[src/rtl/complex_issuer.sv]
// Complex-operand issuer: gathers four FP64 beats {a1,b1,a2,b2} into one request and
// serialises each {imag,real} response as two beats. Optional sticky status: COMPLEX_ISSUER_STICKY_STATUS_EN.
package complex_issuer_pkg;
  localparam int unsigned DataW = 64;
  localparam int unsigned CntW  = 4;

  typedef struct packed {
    logic nv;
    logic dz;
    logic of;
    logic uf;
    logic nx;
  } status_t;
endpackage

module complex_issuer
  import complex_issuer_pkg::*;
#(
  parameter int unsigned MaxOutstanding = 2
) (
  input  logic                  clk_i,
  input  logic                  rst_ni,
  input  logic [DataW-1:0]      s_data_i,
  input  logic                  s_valid_i,
  output logic                  s_ready_o,
  output logic [3:0][DataW-1:0] req_operands_o,
  output logic                  req_valid_o,
  input  logic                  req_ready_i,
  input  logic [1:0][DataW-1:0] rsp_result_i,
  input  status_t               rsp_status_i,
  input  logic                  rsp_valid_i,
  output logic                  rsp_ready_o,
  output logic [DataW-1:0]      m_data_o,
  output logic                  m_last_o,
  output status_t               m_status_o,
  output logic                  m_valid_o,
  input  logic                  m_ready_i,
  input  logic                  flush_i,
  output logic                  busy_o,
  output logic [CntW-1:0]       outstanding_o
`ifdef COMPLEX_ISSUER_STICKY_STATUS_EN
  ,
  input  logic                  sticky_clr_i,
  output status_t               status_sticky_o
`endif
);

  localparam logic [CntW-1:0] MaxOut = CntW'(MaxOutstanding);

  typedef enum logic {COLLECT, ISSUE} gather_e;
  typedef enum logic [1:0] {IDLE, SEND_RE, SEND_IM} out_e;

  gather_e               gstate_q, gstate_d;
  out_e                  ostate_q, ostate_d;
  logic [1:0]            cnt_q, cnt_d;
  logic [CntW-1:0]       out_d;
  logic [3:0][DataW-1:0] slot_d;
  logic [DataW-1:0]      imag_q, imag_d, m_data_d;
  status_t               m_status_d;
  logic                  m_last_d, s_ready_d, req_valid_d, rsp_ready_d, m_valid_d, busy_d;
  logic                  s_hs, req_hs, rsp_hs, m_hs;

  assign s_hs   = s_valid_i & s_ready_o;
  assign req_hs = req_valid_o & req_ready_i;
  assign rsp_hs = rsp_valid_i & rsp_ready_o;
  assign m_hs   = m_valid_o & m_ready_i;

  // Next-state and next-output computation; outputs are registered from the *_d values.
  always_comb begin
    gstate_d   = gstate_q;
    ostate_d   = ostate_q;
    cnt_d      = cnt_q;
    out_d      = outstanding_o;
    slot_d     = req_operands_o;
    imag_d     = imag_q;
    m_data_d   = m_data_o;
    m_last_d   = m_last_o;
    m_status_d = m_status_o;

    if (s_hs) begin
      slot_d[cnt_q] = s_data_i;
      cnt_d         = cnt_q + 2'd1;
      if (cnt_q == 2'd3) gstate_d = ISSUE;
    end
    if (req_hs) gstate_d = COLLECT;

    case ({req_hs, rsp_hs})
      2'b10:   out_d = outstanding_o + CntW'(1);
      2'b01:   out_d = outstanding_o - CntW'(1);
      default: out_d = outstanding_o;
    endcase

    case (ostate_q)
      IDLE: begin
        if (rsp_hs) begin
          ostate_d   = SEND_RE;
          m_data_d   = rsp_result_i[0];
          imag_d     = rsp_result_i[1];
          m_status_d = rsp_status_i;
          m_last_d   = 1'b0;
        end
      end
      SEND_RE: begin
        if (m_hs) begin
          ostate_d = SEND_IM;
          m_data_d = imag_q;
          m_last_d = 1'b1;
        end
      end
      SEND_IM: begin
        if (m_hs) begin
          ostate_d = IDLE;
          m_last_d = 1'b0;
        end
      end
      default: ostate_d = IDLE;
    endcase

    // Flush wins over every handshake of its cycle.
    if (flush_i) begin
      gstate_d   = COLLECT;
      ostate_d   = IDLE;
      cnt_d      = 2'd0;
      out_d      = '0;
      slot_d     = '0;
      imag_d     = '0;
      m_data_d   = '0;
      m_last_d   = 1'b0;
      m_status_d = '0;
    end

    s_ready_d   = (gstate_d == COLLECT);
    req_valid_d = (gstate_d == ISSUE) && (out_d < MaxOut);
    rsp_ready_d = (out_d != '0) && (ostate_d == IDLE);
    m_valid_d   = (ostate_d != IDLE);
    busy_d      = (cnt_d != 2'd0) || (gstate_d == ISSUE) || (out_d != '0) || (ostate_d != IDLE);
  end

  always_ff @(posedge clk_i or negedge rst_ni) begin
    if (!rst_ni) begin
      gstate_q       <= COLLECT;
      ostate_q       <= IDLE;
      cnt_q          <= 2'd0;
      outstanding_o  <= '0;
      req_operands_o <= '0;
      imag_q         <= '0;
      m_data_o       <= '0;
      m_last_o       <= 1'b0;
      m_status_o     <= '0;
      s_ready_o      <= 1'b1;
      req_valid_o    <= 1'b0;
      rsp_ready_o    <= 1'b0;
      m_valid_o      <= 1'b0;
      busy_o         <= 1'b0;
    end else begin
      gstate_q       <= gstate_d;
      ostate_q       <= ostate_d;
      cnt_q          <= cnt_d;
      outstanding_o  <= out_d;
      req_operands_o <= slot_d;
      imag_q         <= imag_d;
      m_data_o       <= m_data_d;
      m_last_o       <= m_last_d;
      m_status_o     <= m_status_d;
      s_ready_o      <= s_ready_d;
      req_valid_o    <= req_valid_d;
      rsp_ready_o    <= rsp_ready_d;
      m_valid_o      <= m_valid_d;
      busy_o         <= busy_d;
    end
  end

`ifdef COMPLEX_ISSUER_STICKY_STATUS_EN
  status_t sticky_d;

  // A clear coinciding with a response keeps only that response's flags.
  always_comb begin
    sticky_d = status_sticky_o;
    if (sticky_clr_i) sticky_d = rsp_hs ? rsp_status_i : '0;
    else if (rsp_hs)  sticky_d = status_t'(status_sticky_o | rsp_status_i);
    if (flush_i)      sticky_d = '0;
  end

  always_ff @(posedge clk_i or negedge rst_ni) begin
    if (!rst_ni) status_sticky_o <= '0;
    else         status_sticky_o <= sticky_d;
  end
`endif

endmodule

[config.mk]
export PLATFORM = sky130hd
export DESIGN_NAME = complex_issuer
export DESIGN_NICKNAME = d
export VERILOG_FILES = /design/src/rtl/complex_issuer.sv
export SDC_FILE = /design/constraint.sdc
export NUM_CORES = 1
export LEC_CHECK = 0
export ABC_AREA = 1
export CAP_MARGIN = 5
export CORE_AREA = 2 2 208 210
export CTS_CLUSTER_SIZE = 10
export DETAILED_ROUTE_END_ITERATION = 10
export DIE_AREA = 0 0 210 212
export GPL_TIMING_DRIVEN = 0
export PLACE_DENSITY = 0.7
export SETUP_SLACK_MARGIN = 0.4
export SLEW_MARGIN = 20
export SYNTH_ARGS = -nofsm -noshare
export SYNTH_HDL_FRONTEND = slang
export SYNTH_SLANG_ARGS = --single-unit
[constraint.sdc]
create_clock -name clk_i -period 2.5 [get_ports clk_i]
set_input_delay 0.5 -clock clk_i [delete_from_list [all_inputs] [get_ports clk_i]]
set_output_delay 0.5 -clock clk_i [all_outputs]
set_load 0.02 [all_outputs]
==> results.md <==
* Outcome: finished, final reports clean
* Final net count at 2,426
* Starting Density at 38.92%
* Detailed Routing Iterations Pass 1 at 6
* CP max stage delay at 620 ps
* Setup bufs post-CTS at 0
* Slew margin rel. at 61.65%
* GRT Total Usage at 27.21%
* EDFF count, synth at 0
* Via count at 15,310
* DRT Wirelength at 61,810 um
* Count leader, synth: dfrtp_1
* First-pass GRT wire length at 92,020 um
* Die H at 212 um
* Synthesis Warnings at 0
* Synth area leaders: dfrtp_1 (61%), nand3_1 (10%), o21ai_0 (9.7%)
* Syn avg cell area at 10.20 um2
* Sequential-to-total area share from yosys stat at 61.12%
* R2R cell count at 7
* Wire length on met1 at 23,740 um
* Row cnt at 76
* Worst path bufs/invs at 1
* Bufs on Longest Clock Path at 3
* # fillers at 3,750
* TritonCTS clock tree: done
* Register area at 0.01011 mm2
* Crit path time final at 2082 ps
* Lkg Pwr at 11.87 nW
* Vias in the first global route at 15,130
* CTS sink cnt at 404
* CP startpoint kind: flop
* Fmax at 0.4802 GHz
* Largest net degree at the start of global routing at 98
* Final hold viol count at 0
* PD cells at 837.9 mW/mm2
* Hold_ws at 469.0 ps
* Min-Delay Path Class: primary input to async pin
* DR vias/cell at 5.508
* Peak supply drop at 0.0006172 V
* P&R area growth vs syn at 45.86%
* Worst skew pair latency at 590 ps
* Most common library cells after synthesis: dfrtp_1 (403), nand3_1 (332), o21ai_0 (320), nand2_1 (171), inv_1 (85)
* Drt wl/cell at 22.24 um
* Yosys reg bits at 404
* Crit Path Category: flop to output port
* Core Box Area at 0.04251 mm2
* Met3 WL at 5828 um
* Crit-path leading delay family: buffers and inverters
* Top Ports at 539
* Mapped cell area at 0.01654 mm2
* Flop2flop setup slack at 490 ps
* Num CTS Buffers at 48
* MaxCap Viol Count at 0
* Remaining DRCs at 0
* Initial antenna violation count at 2
* Yosys top cell area share at 60.96%
* Reg-to-reg endpoint: req_operands_o[228]
* Total grt overflow at 0
* Met2 wire len at 30,110 um
* Die Wd at 210 um
* Die area at 0.04452 mm2
* Slew Viols, Final at 0
* CP Data Required Time at 2000 ps
* Critical path capture point type: output port
* TNS Setup at 0 ps
* I/O Buffers at 538
* Synth unique cells at 27
* Top Layer Used: met5
* RSZ-0062 raised after global routing: true
* Ys async rst share at 100.0%
* Root Buffer: clkbuf_16
* ANT nets after route at 0
* Clk_skew at 17.03 ps
* Hpwl dp at 45,980 um
* Worst-path cell chain: clkdlybuf4s50_1
* Worst slew pin tran at 575.3 ps
* Setup violators final at 0
* Syn_nets at 1,833
* Worst r2r src: cnt_q[0]
* Synth Flop Type: dfrtp_1
* Initial DRC count at 1,269
* Routability cong. at 0.9010
* Clk slew on worst S/H paths at 50 ps
* CP max stage cell: clkdlybuf4s50_1
* Layout cells sized above 1 at 9.633%
* Total Power at 20.22 mW
* Area leader, netlist: dfrtp_1
* Synth Instances at 1,622
* Critical path data arrival time at 1580 ps
* H-tree levels at 2
* Final period utilization at 83.29%
* Area occupied by multi-input gates at 0.005410 mm2
* Crit-path max FO at 2
-- cells by family (layout without fill, tap and decap cells) --
group | Yosys count | count (layout) | share of synthesized area [%]
other cells | 0 | 1 | 0
compound gates | 459 | 459 | 17.40
flops | 404 | 404 | 61.12
xor+xnor | 2 | 2 | 0.1059
fa+ha+maj | 7 | 7 | 0.5294
buf+inv | 225 | 835 | 6.330
simple gates | 525 | 525 | 14.51
-- state kept, by name (all words and copies together) (netlist names), 2 cells and up --
| signal | count |
|---|---|
| req_operands_o | 256 |
| imag_q | 64 |
| m_data_o | 64 |
| m_status_o | 5 |
| outstanding_o | 4 |
| cnt_q | 2 |
| ostate_q | 2 |
-- cells in the final DEF, fill, tap and decap left out, types with 2 or more instances in the layout --
cell type,synthesis,final
buf_16,0,4
nand3_1,332,332
o211ai_2,50,50
nor3_1,4,3
ha_1,7,6
clkbuf_1,56,58
buf_4,8,10
clkbuf_16,0,49
o211ai_1,14,14
buf_1,2,2
inv_16,0,2
dlygate4sd2_1,0,149
dlymetal6s2s_1,0,58
a21oi_1,9,9
dfrtp_1,403,403
buf_12,5,5
nand2_2,2,7
clkinv_2,0,2
clkbuf_2,0,6
o21ai_0,320,320
nor2_1,14,14
nand2_1,171,166
clkdlybuf4s50_1,0,330
inv_1,85,85
clkbuf_8,0,3
buf_2,67,65
o21a_1,64,64
clkbuf_4,0,2
-- power by group --
group | leakage, nW | total [mW] | internal, mW | switching (mW)
clock | 0.679 | 6.42 | 3.73 | 2.69
sequential | 5.45 | 7.94 | 7.44 | 0.503
combinational | 5.75 | 5.86 | 2.46 | 3.39
total | 11.9 | 20.2 | 13.6 | 6.59
-- per-layer routing --
metal | vias to the layer above | global-route usage, %
li1 | 6785 | -
met1 | 7626 | 33.30
met2 | 763 | 46.32
met3 | 130 | 7.474
met4 | 2 | 9.807
met5 | - | 0
-- worst max-delay path by stage --
stage	depth (start not counted)	endpoint	slack [ps]	startpoint
floorplan	15	rsp_ready_o	600	rsp_valid_i
global placement	1	imag_q[28]	-16610	rst_ni
detailed placement	6	req_operands_o[91]	-500	flush_i
CTS	1	req_operands_o[244]	400	req_operands_o[244]
global route	16	rsp_ready_o	360	rsp_valid_i
finish	1	req_operands_o[44]	420	req_operands_o[44]
-- through the flow --
stage                     std cells  setup slack (ps)  utilization (%)  instance area, um2
after floorplan                1622             600.2                -               16540
after global placement         2706            -16610            53.20               22610
after detailed placement       2710            -498.3            53.47               22730
after CTS                      2778             400.3            56.36               23960
after global routing           2779             362.2            56.77               24130
final                          2779             417.7            56.77               24130
-- layout make-up --
class                      instances  share of cell area (%)
tap                              546                   2.831
buffer                           139                   3.085
sequential                       404                   41.90
antenna                            1                 0.01037
clock inverter                     5                  0.3318
inverter                          86                   1.348
multi-input combinational        993                   22.42
timing repair buffer             543                   22.66
clock buffer                      62                   5.408
-- what timing repair did --
action                                  4_1_cts  5_1_grt
resized for setup                           160       71
gates cloned                                  0        0
hold buffers                                  1        0
endpoints found under the setup margin      413      221
hold endpoints to repair                     61        0
Power figures use the tool's default switching activity.
